**config.mk**
```make
export PLATFORM = sky130hd
export DESIGN_NAME = fetch_pipeline_ctrl
export DESIGN_NICKNAME = d
export VERILOG_FILES = /design/src/rtl/fetch_pipeline_ctrl.sv
export SDC_FILE = /design/constraint.sdc
export NUM_CORES = 1
export LEC_CHECK = 0
export BUFFER_PORTS_ARGS = -buffer_cell sky130_fd_sc_hd__buf_2
export CELL_PAD_IN_SITES_DETAIL_PLACEMENT = 1
export CELL_PAD_IN_SITES_GLOBAL_PLACEMENT = 1
export CORE_ASPECT_RATIO = 0.5
export CORE_MARGIN = 1
export CORE_UTILIZATION = 38
export DETAILED_ROUTE_END_ITERATION = 8
export PLACE_DENSITY = 0.76
export SYNTH_ARGS = -nofsm -noshare
export SYNTH_HDL_FRONTEND = slang
export SYNTH_SLANG_ARGS = --single-unit
```
**constraint.sdc**
```tcl
create_clock -name clk -period 5.5 [get_ports clk]
set_input_delay 0.275 -clock clk [delete_from_list [all_inputs] [get_ports clk]]
set_output_delay 0.275 -clock clk [all_outputs]
set_load 0.1 [all_outputs]
```
**src/rtl/fetch_pipeline_ctrl.sv**
```systemverilog
// Fetch-side pipeline control: PC register, next-PC select, IF/ID and ID/EX registers
// driven by hazard-unit stall/flush/bubble controls, plus stall/flush counters and watchdog.
module fetch_pipeline_ctrl #(
   parameter logic [31:0] RESET_PC  = 32'h0000_0000,
   parameter int unsigned CTRL_W    = 10,
   parameter int unsigned CNT_W     = 16,
   parameter int unsigned MAX_STALL = 8
) (
   input  logic              clk,
   input  logic              reset,
   input  logic              pc_write,
   input  logic              ifid_write,
   input  logic              ifid_flush,
   input  logic              control_mux,
   input  logic              branch_taken,
   input  logic [31:0]       branch_target,
   input  logic [31:0]       imem_instr,
   input  logic [CTRL_W-1:0] ctrl_id,
   output logic [31:0]       imem_addr,
   output logic [31:0]       ifid_instr,
   output logic [31:0]       ifid_pc4,
   output logic              ifid_valid,
   output logic [CTRL_W-1:0] idex_ctrl,
   output logic [CNT_W-1:0]  stall_count,
   output logic [CNT_W-1:0]  flush_count,
   output logic              stall_timeout
);

   localparam int unsigned    RunW   = $clog2(MAX_STALL + 1);
   localparam logic [RunW-1:0] MaxRun = RunW'(MAX_STALL);

   logic [31:0]       pc_q, pc_d, pc_plus4;
   logic [31:0]       ifid_instr_q, ifid_instr_d;
   logic [31:0]       ifid_pc4_q, ifid_pc4_d;
   logic              ifid_valid_q, ifid_valid_d;
   logic [CTRL_W-1:0] idex_ctrl_q, idex_ctrl_d;
   logic [CNT_W-1:0]  stall_count_q, stall_count_d;
   logic [CNT_W-1:0]  flush_count_q, flush_count_d;
   logic [RunW-1:0]   stall_run_q, stall_run_d;
   logic              stall_timeout_q, stall_timeout_d;

   // Targets are word aligned; the low bits are dropped on purpose.
   logic unused_target_bits;
   assign unused_target_bits = ^branch_target[1:0];

   assign pc_plus4 = pc_q + 32'd4;

   always_comb begin
      pc_d = pc_q;
      if (pc_write) begin
         pc_d = branch_taken ? {branch_target[31:2], 2'b00} : pc_plus4;
      end

      // Flush beats a held IF/ID so a squashed slot can never survive a stall.
      ifid_instr_d = ifid_instr_q;
      ifid_pc4_d   = ifid_pc4_q;
      ifid_valid_d = ifid_valid_q;
      if (ifid_flush) begin
         ifid_instr_d = 32'h0;
         ifid_pc4_d   = 32'h0;
         ifid_valid_d = 1'b0;
      end else if (ifid_write) begin
         ifid_instr_d = imem_instr;
         ifid_pc4_d   = pc_plus4;
         ifid_valid_d = 1'b1;
      end

      idex_ctrl_d = control_mux ? ctrl_id : '0;
   end

   always_comb begin
      stall_count_d = stall_count_q;
      if (!pc_write && (stall_count_q != '1)) begin
         stall_count_d = stall_count_q + CNT_W'(1);
      end

      flush_count_d = flush_count_q;
      if (ifid_flush && (flush_count_q != '1)) begin
         flush_count_d = flush_count_q + CNT_W'(1);
      end

      stall_run_d = stall_run_q;
      if (pc_write) begin
         stall_run_d = '0;
      end else if (stall_run_q < MaxRun) begin
         stall_run_d = stall_run_q + RunW'(1);
      end

      stall_timeout_d = stall_timeout_q | (stall_run_d == MaxRun);
   end

   always_ff @(posedge clk or posedge reset) begin
      if (reset) begin
         pc_q            <= RESET_PC;
         ifid_instr_q    <= 32'h0;
         ifid_pc4_q      <= 32'h0;
         ifid_valid_q    <= 1'b0;
         idex_ctrl_q     <= '0;
         stall_count_q   <= '0;
         flush_count_q   <= '0;
         stall_run_q     <= '0;
         stall_timeout_q <= 1'b0;
      end else begin
         pc_q            <= pc_d;
         ifid_instr_q    <= ifid_instr_d;
         ifid_pc4_q      <= ifid_pc4_d;
         ifid_valid_q    <= ifid_valid_d;
         idex_ctrl_q     <= idex_ctrl_d;
         stall_count_q   <= stall_count_d;
         flush_count_q   <= flush_count_d;
         stall_run_q     <= stall_run_d;
         stall_timeout_q <= stall_timeout_d;
      end
   end

   assign imem_addr     = pc_q;
   assign ifid_instr    = ifid_instr_q;
   assign ifid_pc4      = ifid_pc4_q;
   assign ifid_valid    = ifid_valid_q;
   assign idex_ctrl     = idex_ctrl_q;
   assign stall_count   = stall_count_q;
   assign flush_count   = flush_count_q;
   assign stall_timeout = stall_timeout_q;

endmodule

```
# Word-level counts from Yosys, hierarchy flattened
# Index checks and enable logic that the tools add are counted.
# W data, S select, Z words.
dict set report totals {
  register_bits 144
  inputBits 81
  ram_bits 0
  elab_cells 32
  output_inout_bits 140
  n_memories 0
  latchBits 0
  rom_bits 0
}
dict set report op_classes {
  shift 0
  reduce_logical 4
  muxes 10
  div 0
  order_cmp 1
  eq_ne 3
  addsub 4
  n_mul 0
  bitwise_logic 1
}
# cell n
set ops {}
lappend ops {{$mux W32} 5}
lappend ops {{$add A16 B1 Y16 const B} 2}
lappend ops {{$add A32 B3 Y32 const B} 1}
lappend ops {{$ne A16 B16 Y1 const B} 2}
lappend ops {{$mux W10} 1}
lappend ops {{$mux W4} 2}
lappend ops {{$add A4 B1 Y4 const B} 1}
lappend ops {{$eq A4 B4 Y1 const B} 1}
lappend ops {{$lt A4 B4 Y1 const B} 1}
lappend ops {{$logic_and A1 B1 Y1} 2}
lappend ops {{$mux W1} 2}
lappend ops {{$reduce_bool A2 Y1} 1}
lappend ops {{$logic_not A1 Y1} 1}
lappend ops {{$or A1 B1 Y1} 1}

# Longest topological paths before layout
# Gate-level depths: netlist of run 1.
dict set report depth {
  word_depth 5
  ltp_mapped 7
  mapped_depth_nobuf 6
}

# Worst setup path after synthesis of run 1
# No wires, ideal clock.
dict set report synth_path {
  kind {register to register}
  start {register pc_q[10], in the netlist imem_addr[10]}
  end {register pc_q[29], in the netlist imem_addr[29]}
  stages_incl_launch_ff 7
  arrival_ns 2.692
  path_buffers 1
  period_less_slack_ns 2.817
  setup_ns 0.126
  required_ns 5.374
  slack_ns 2.683
  cell_sequence {dfrtp_1 > clkbuf_2 > nand4_2 > nor4_4 > and4_1 > mux2_2 > a221o_1}
}
dict set report synth_between {
  elab_chain_len 2
}
# item line_no
set synth_rtl {}
lappend synth_rtl {{from (decl)} 32} ;# logic [31:0] pc_q, pc_d, pc_plus4;
lappend synth_rtl {{from (signal assigned)} 104} ;# pc_q <= pc_d;
lappend synth_rtl {{$add A32 B3 Y32} 46} ;# assign pc_plus4 = pc_q + 32'd4;
lappend synth_rtl {{$mux W32} 51} ;# pc_d = branch_taken ? {branch_target[31:2], 2'b00} : pc_plus4;
# No other way between the ends.
# A chain may end at the register's enable or synchronous reset.

# Final worst setup path of run 1
dict set report layout_path {
  start {register pc_q[5], in the netlist imem_addr[5]}
  end {register pc_q[29], in the netlist imem_addr[29]}
}
# The elaborated chain is that of the path after synthesis.

==> results of run 1 <==
-- worst min-delay path by stage --
stage | from | endpoint | slack (ns) | cells past startpoint
after CTS | ctrl_id[1] | idex_ctrl[1]$_DFF_PP0_ | 0.05 | 2
after global placement | stall_timeout$_DFF_PP0_ | stall_timeout$_DFF_PP0_ | 0.46 | 1
final | reset | ifid_instr[25]$_DFFE_PP0P_ | 0.03 | 2
after global routing | ctrl_id[4] | idex_ctrl[4]$_DFF_PP0_ | 0.06 | 2
after floorplan | pc_write | stall_run_q[2]$_DFF_PP0_ | 0.35 | 1
after detailed placement | stall_timeout$_DFF_PP0_ | stall_timeout$_DFF_PP0_ | 0.46 | 1
-- stage by stage --
step,power [mW],instance area (sq um)
3_5_place_dp,2.71,7910
2_1_floorplan,2.45,6690
3_3_place_gp,2.69,7910
6_report,3.98,8570
4_1_cts,4.02,8560
5_1_grt,4.14,8560
-- layout make-up --
type / count / share of cell area
antenna: 1 / 0.000292
clock buffer: 21 / 0.0549
clock inverter: 10 / 0.0218
inverter: 8 / 0.00409
multi-input combinational: 453 / 0.343
sequential: 141 / 0.412
tap: 227 / 0.0332
timing repair buffer: 221 / 0.131
-- synth_stat cells, types with 2 or more instances --
| library cell | n |
|---|---|
| o22ai_1 | 2 |
| o311ai_0 | 7 |
| nor4_2 | 2 |
| nand3_1 | 34 |
| xnor2_1 | 28 |
| nand2_1 | 31 |
| dfrtp_1 | 141 |
| clkbuf_2 | 2 |
| nand4_1 | 16 |
| nor4_1 | 6 |
| buf_4 | 5 |
| a21oi_1 | 11 |
| a221o_1 | 5 |
| a32oi_1 | 2 |
| mux2_2 | 6 |
| ha_1 | 4 |
| nor2_1 | 95 |
| xor2_1 | 22 |
| nand3_2 | 2 |
| nor3_1 | 6 |
| nor3b_1 | 5 |
| and2_1 | 11 |
| buf_1 | 7 |
| o21a_1 | 2 |
| or3_1 | 2 |
| and4_1 | 5 |
| a31oi_1 | 6 |
| mux2i_1 | 35 |
| a211oi_1 | 21 |
| nand2b_1 | 3 |
| o21ai_0 | 21 |
| inv_1 | 8 |
| buf_2 | 2 |
| clkbuf_1 | 29 |
| a22oi_1 | 15 |
| and3_1 | 20 |
| nor2b_1 | 6 |
-- where the power goes --
group | switching, mW | total, mW | internal [mW]
logic | 1.13 | 1.38 | 0.243
clock network | 0.449 | 1.29 | 0.839
registers | 0.157 | 1.32 | 1.16
-- worst max-delay path, delay by kind of cell, from the launching register on --
kind	cells	cell delay [ns]
AND/OR/NAND/NOR	3	1.40
multiplexers	1	0.35
AO/OA/AOI/OAI	1	0.26
flip-flops	1	0.51
-- state kept, by name, indices dropped and copies added, names as in the netlist --
register and count:
flush_count 16, idex_ctrl 10, ifid_instr 32, ifid_pc4 31, ifid_valid 1, imem_addr 30, stall_count 16, stall_run_q 4
stall_timeout 1
-- cells by family (layout without fill, tap and decap cells) --
logic type                 after synthesis  in the layout
adders and majority gates                4              4
buffers and inverters                   53            260
DFF                                    141            141
and+or+nand+nor                        250            250
other                                    1              3
AOI/OAI and AO/OA                      105            105
xor gates and xnor gates                50             50
muxes                                   42             42
-- placed cells by master, fill, tap and decap left out, drive strengths merged, types with 17 or more instances in the layout --
cell type,instances
nand2,31
o21ai,21
a211oi,22
xor2,22
xnor2,28
and3,21
nand4,17
nor2,96
dfrtp,141
nand3,36
clkbuf,21
buf,221
mux2i,35
-- per-layer routing --
layer / global-route usage / up-vias / share of wire
li1: - / 2688 / -
met1: 0.266 / 2856 / 0.45
met2: 0.361 / 99 / 0.50
met3: 0.0547 / 16 / 0.041
met4: 0.0591 / 2 / 0.010
met5: 0 / - / 0.00069
==> metrics.md, run 1 <==
| Metric | Value |
|---|---|
| Main combinational cell family by area after synthesis | `simple AND/OR/NAND/NOR gates` |
| DRC | `0` |
| Start point of the critical path | `imem_addr[5]$_DFFE_PP0P_` |
| Max_cap viols | `0` |
| H-Tree Depth | `4` |
| CP max stage cell | `nor2_1` |
| Critical path peak fanout | `11` |
| Status | `finished, final reports clean` |
| Total CTS buffers | `17` |
| Critical path's largest stage delay | `0.78 ns` |
| Worst Tran Pin Value | `1.26 ns` |
| Worst Setup Start Kind | `flip-flop` |
| IO Port Bufs | `216` |
| Clk buf depth | `2` |
| Multi-input combinational cell area | `0.00294 sq mm` |
| FF-to-FF path depth | `5` |
| Average vias per placed instance | `5.23` |
| Layout cells sized above 1 | `0.315` |
| Pwr dens | `~460 mW/mm^2` |
| Hold Buf Count CTS | `0` |
| Drt first pass iters | `4` |
| RSZ-0062 raised after global routing | `no` |
| Worst slack at placement | `2.47 ns` |
| Via count | `5661` |
| Worst Path Arrival | `2.94 ns` |
| Hold WC Path Type | `in -> async` |
| GRT overflow | `0` |
| Clk sinks | `141` |
| Cell Area, Synth | `roughly 0.0067 sq mm` |
| Number of global-route vias before repair | `approximately 5700` |
| CTS tree | `yes` |
| Final period utilization | `0.480` |
| CTS Root Cell | `clkbuf_16` |
| Rows | `33` |
| Register area share after synthesis | `0.528` |
| Yosys top cell area share | `0.528` |
| Initial antenna violation count | `2` |
| Fill cells | `between 1500 and 2000` |
| VDD IR-drop max | `around 0.5 mV` |
| Nets | `slightly above 900` |
| Adder-cell share of the synthesized area | `0.00749` |
| Boundary Pins | `221` |
| Number of synthesized register bits | `between 100 and 150` |
| Avg Synthesized Cell Area | `just over 10 sq um` |
| CTS resizes | `0` |
| WHS | `0.0330 ns` |
| Routed wire per std cell | `17.4 um` |
| Worst Setup End Kind | `flip-flop` |
| Core footprint | `0.0168 sq mm` |
| Routed Antenna Nets | `0` |
| Area grow syn2layout | `28.1%` |
| Mux contribution to synthesized area | `0.0642` |
| Fin. Hold Viols | `0` |
| Die Y | `about 96 um` |
| FF+latch area | `~0.0035 sq mm` |
| Placed Cells | `1050` |
| DRT Wirelength | `roughly 19000 um` |
| Top post-synthesis cells by area | `dfrtp_1, nor2_1, mux2i_1, xnor2_1, xor2_1` |
| Fmax | `around 0.38 GHz` |
| Synth cell types | `just under 60` |
| XOR/XNOR Fraction of Synth Area | `0.0655` |
| Total track usage | `0.211` |
| Layout Utilization | `0.511` |
| Clk_lat worst skew | `0.42 ns` |
| CP Class | `reg -> reg` |
| Critical path required time | `about 5.8 ns` |
| Die ar. | `0.0182 sq mm` |
| Final WS setup | `2.86 ns` |
| Post-CTS Setup Repair Bufs | `0` |
| Flop2flop setup slack | `2.86 ns` |
| Post-synth EDFFs | `0` |
| Leakage dissipation | `4.26 nW` |
| Fin cells | `1082` |
| Detailed placement HPWL | `12900 um` |
| Final min period | `2.64 ns` |
| Max_slew headroom | `0.157` |
| Leading area contributor after synthesis | `dfrtp_1` |
| Pin count of the biggest net entering global routing | `106` |
| Synth Area in Simple Gates | `0.189` |
| Syn Inst Count | `646` |
| Synth Warn # | `0` |
| Setup TNS | `0 ns` |
| Post-synth ARST share | `1.00` |
| Initial Utilization | `0.399` |
| Worst r2r src | `imem_addr[5]$_DFFE_PP0P_` |
| Initial DRC Count | `~200` |
| GP Congestion | `0.761` |
| Die width | `190 um` |
| CTS clock-pin slew for the worst setup and hold paths | `0.06 ns` |
| Endpoints failing setup | `0` |
| Compound-gate portion of the synthesized area | `0.112` |
| Clk_skew | `0.0127 ns` |
| Reg-to-Reg End | `imem_addr[29]$_DFFE_PP0P_` |
| Pins over their slew limit | `0` |
| Wire length of the first global-routing pass | `29700 um` |
| CP Capture Point | `imem_addr[29]$_DFFE_PP0P_` |
| Critical path, cell by cell | `nand4_1 -> nor2_1 -> and4_1 -> mux2_2 -> a221o_1` |
| Post-synth top flop | `dfrtp_1` |
No activity file was read; power rests on OpenSTA's default activity.
==> inputs of run 2 (changes only) <==
--- a/config.mk
+++ b/config.mk
@@ -10,9 +10,9 @@
 export CELL_PAD_IN_SITES_GLOBAL_PLACEMENT = 1
 export CORE_ASPECT_RATIO = 0.5
 export CORE_MARGIN = 1
-export CORE_UTILIZATION = 38
+export CORE_UTILIZATION = 35
 export DETAILED_ROUTE_END_ITERATION = 8
-export PLACE_DENSITY = 0.76
+export PLACE_DENSITY = 0.73
 export SYNTH_ARGS = -nofsm -noshare
 export SYNTH_HDL_FRONTEND = slang
 export SYNTH_SLANG_ARGS = --single-unit
==> constraint.sdc (replaced) <==
create_clock -name clk -period 2.2 [get_ports clk]
set_input_delay 0.11 -clock clk [delete_from_list [all_inputs] [get_ports clk]]
set_output_delay 0.11 -clock clk [all_outputs]
set_load 0.1 [all_outputs]
==> run 2 against run 1 <==
Against the previous run:
- worst hold slack lost 0.020 ns
- total power up 140%
- sequential power increased to 2.5 times the previous value
- count of clock-buffer cells in the layout down 2
- clock skew grew 0.00094 ns
- final cell count increased by 10%
- sequential cell count is the same
- global-route usage rose by 0.67 points
- register-to-register slack got worse by 2.7 ns
- critical endpoint is now imem_addr[31]$_DFFE_PP0P_
- largest cell class unchanged
==> metrics.md, run 2 (same netlist as run 1, synthesis figures left out) <==
| Metric | Value |
|---|---|
| VDD IR-drop max | `approximately 1.3 mV` |
| Total CTS buffers | `17` |
| Number of global-route vias before repair | `just over 6000` |
| Commonest non-fill, non-tap cell in the layout | `buf_2` |
| Layout Utilization | `0.505` |
| Total track usage | `0.217` |
| Worst Setup Start Kind | `flip-flop` |
| Initial DRC Count | `163` |
| FF-to-FF path depth | `5` |
| Critical path's largest stage delay | `0.46 ns` |
| Pin count of the biggest net entering global routing | `53` |
| Leakage dissipation | `4.54 nW` |
| H-Tree Depth | `4` |
| IO Port Bufs | `216` |
| Average vias per placed instance | `5.01` |
| Detailed placement HPWL | `14100 um` |
| Fmax | `0.483 GHz` |
| Boundary Pins | `221` |
| Placed Cells | `1100` |
| Routed Antenna Nets | `0` |
| Worst slack at placement | `0.132 ns` |
| Met3 Usage GRT | `0.0546` |
| Hold WC Path Type | `in -> reg` |
| Max_cap viols | `0` |
| Die width | `197 um` |
| Worst path depth | `5` |
| Die ar. | `between 0.015 and 0.02 sq mm` |
| Critical path required time | `approximately 2.5 ns` |
| Layout cells sized above 1 | `0.353` |
| Grt met2 use | `0.375` |
| Pwr dens | `1030 mW/mm^2` |
| Clk buf depth | `2` |
| Commonest non-fill, non-tap cells in the layout | `buf_2, dfrtp_1, nor2_1` |
| Area grow syn2layout | `40.2%` |
| Initial Utilization | `0.360` |
| Rows | `35` |
| Nets | `around 1000` |
| Worst Tran Pin Value | `about 0.78 ns` |
| Max_slew headroom | `0.472` |
| Fin. Hold Viols | `0` |
| Pwr Total | `9.69 mW` |
| Status | `finished, final reports clean` |
| GRT overflow | `0` |
| Clk sinks | `approximately 140` |
| RSZ-0062 raised after global routing | `no` |
| Clk_lat worst skew | `~0.42 ns` |
| CTS tree | `yes` |
| CP Class | `reg -> reg` |
| Crit path buffers/inverters | `0` |
| Via count | `5983` |
| Crit-path leading delay family | `simple AND/OR/NAND/NOR gates` |
| CTS clock-pin slew for the worst setup and hold paths | `0.06 ns` |
| Final period utilization | `0.942` |
| Busiest layer in global routing | `met2` |
| Core footprint | `0.0186 sq mm` |
| CTS Root Cell | `clkbuf_16` |
| Met1 usage | `0.266` |
| Design area | `around 0.0094 sq mm` |
| GP Congestion | `0.783` |
| WHS Path Cells | `3` |
| Worst Setup End Kind | `flip-flop` |
| Die Y | `99.7 um` |
| WHS | `0.0132 ns` |
| Initial antenna violation count | `1` |
| Fin cells | `1195` |
| Clk_skew | `about 0.014 ns` |
| Wire length of the first global-routing pass | `33200 um` |
| Largest register FFs | `32` |
| Final WS setup | `0.128 ns` |
| Pins over their slew limit | `0` |
| CTS resizes | `0` |
| DRC | `0` |
| Critical path peak fanout | `7` |
| Worst Path Arrival | `2.37 ns` |
| Setup TNS | `0 ns` |
| Placed cell areas | `0.00818 sq mm` |
| CP max stage cell | `nor4_4` |
| Final min period | `2.07 ns` |
| DRT Wirelength | `~21000 um` |
| # diodes | `0` |
| Routed wire per std cell | `17.5 um` |
| Critical path, cell by cell | `nand3_2 -> nor4_4 -> and4_1 -> mux2_4 -> a221o_1` |
| Endpoints failing setup | `0` |
| Drt first pass iters | `4` |
==> run 2: worst register-to-register path: stages, from the launching register on <==
cell and delay, ns:
dfrtp_2 0.43, nand3_2 0.18, nor4_4 0.46, and4_1 0.33, mux2_4 0.31, a221o_1 0.25
==> run 2: path summary, 6_finish.rpt <==
path	startpoint	to	slack [ns]
setup / recovery	imem_addr[11]$_DFFE_PP0P_	imem_addr[31]$_DFFE_PP0P_	0.13
hold / removal	branch_target[7]	imem_addr[7]$_DFFE_PP0P_	0.01
setup reg to reg	imem_addr[11]$_DFFE_PP0P_	imem_addr[31]$_DFFE_PP0P_	0.13
hold reg to reg	flush_count[13]$_DFFE_PP0P_	flush_count[13]$_DFFE_PP0P_	0.47
max in group asynchronous	reset	flush_count[0]$_DFFE_PP0P_	1.35
min in group asynchronous	reset	ifid_pc4[28]$_DFFE_PP0P_	0.18
==> run 2: final cells by class <==
class                      count  area (sq um)
clock inverter                13           118
sequential                   141          3580
multi-input combinational    453          2960
clock buffer                  19           443
tap                          259           324
timing repair buffer         302          1910
inverter                       8          33.8
fill                        2124          9200
==> run 2: power breakdown <==
group / internal (mW) / switching (mW) / leakage (nW)
Sequential: 2.92 / 0.382 / 1.76
Clock: 1.59 / 1.19 / 0.273
Combinational: 0.718 / 2.89 / 2.51
Total: 5.23 / 4.46 / 4.54
==> run 2: what timing repair did <==
action,CTS,global route
hold buffers,63,0
hold endpoints to repair,126,0
buffers inserted,0,0
==> run 2: routing by layer <==
| metal | routed length, um | vias to the layer above |
|---|---|---|
| met5 | 13 | - |
| met4 | 375 | 2 |
| met3 | 857 | 29 |
| met2 | 10500 | 112 |
| met1 | 9190 | 2987 |
| li1 | - | 2853 |
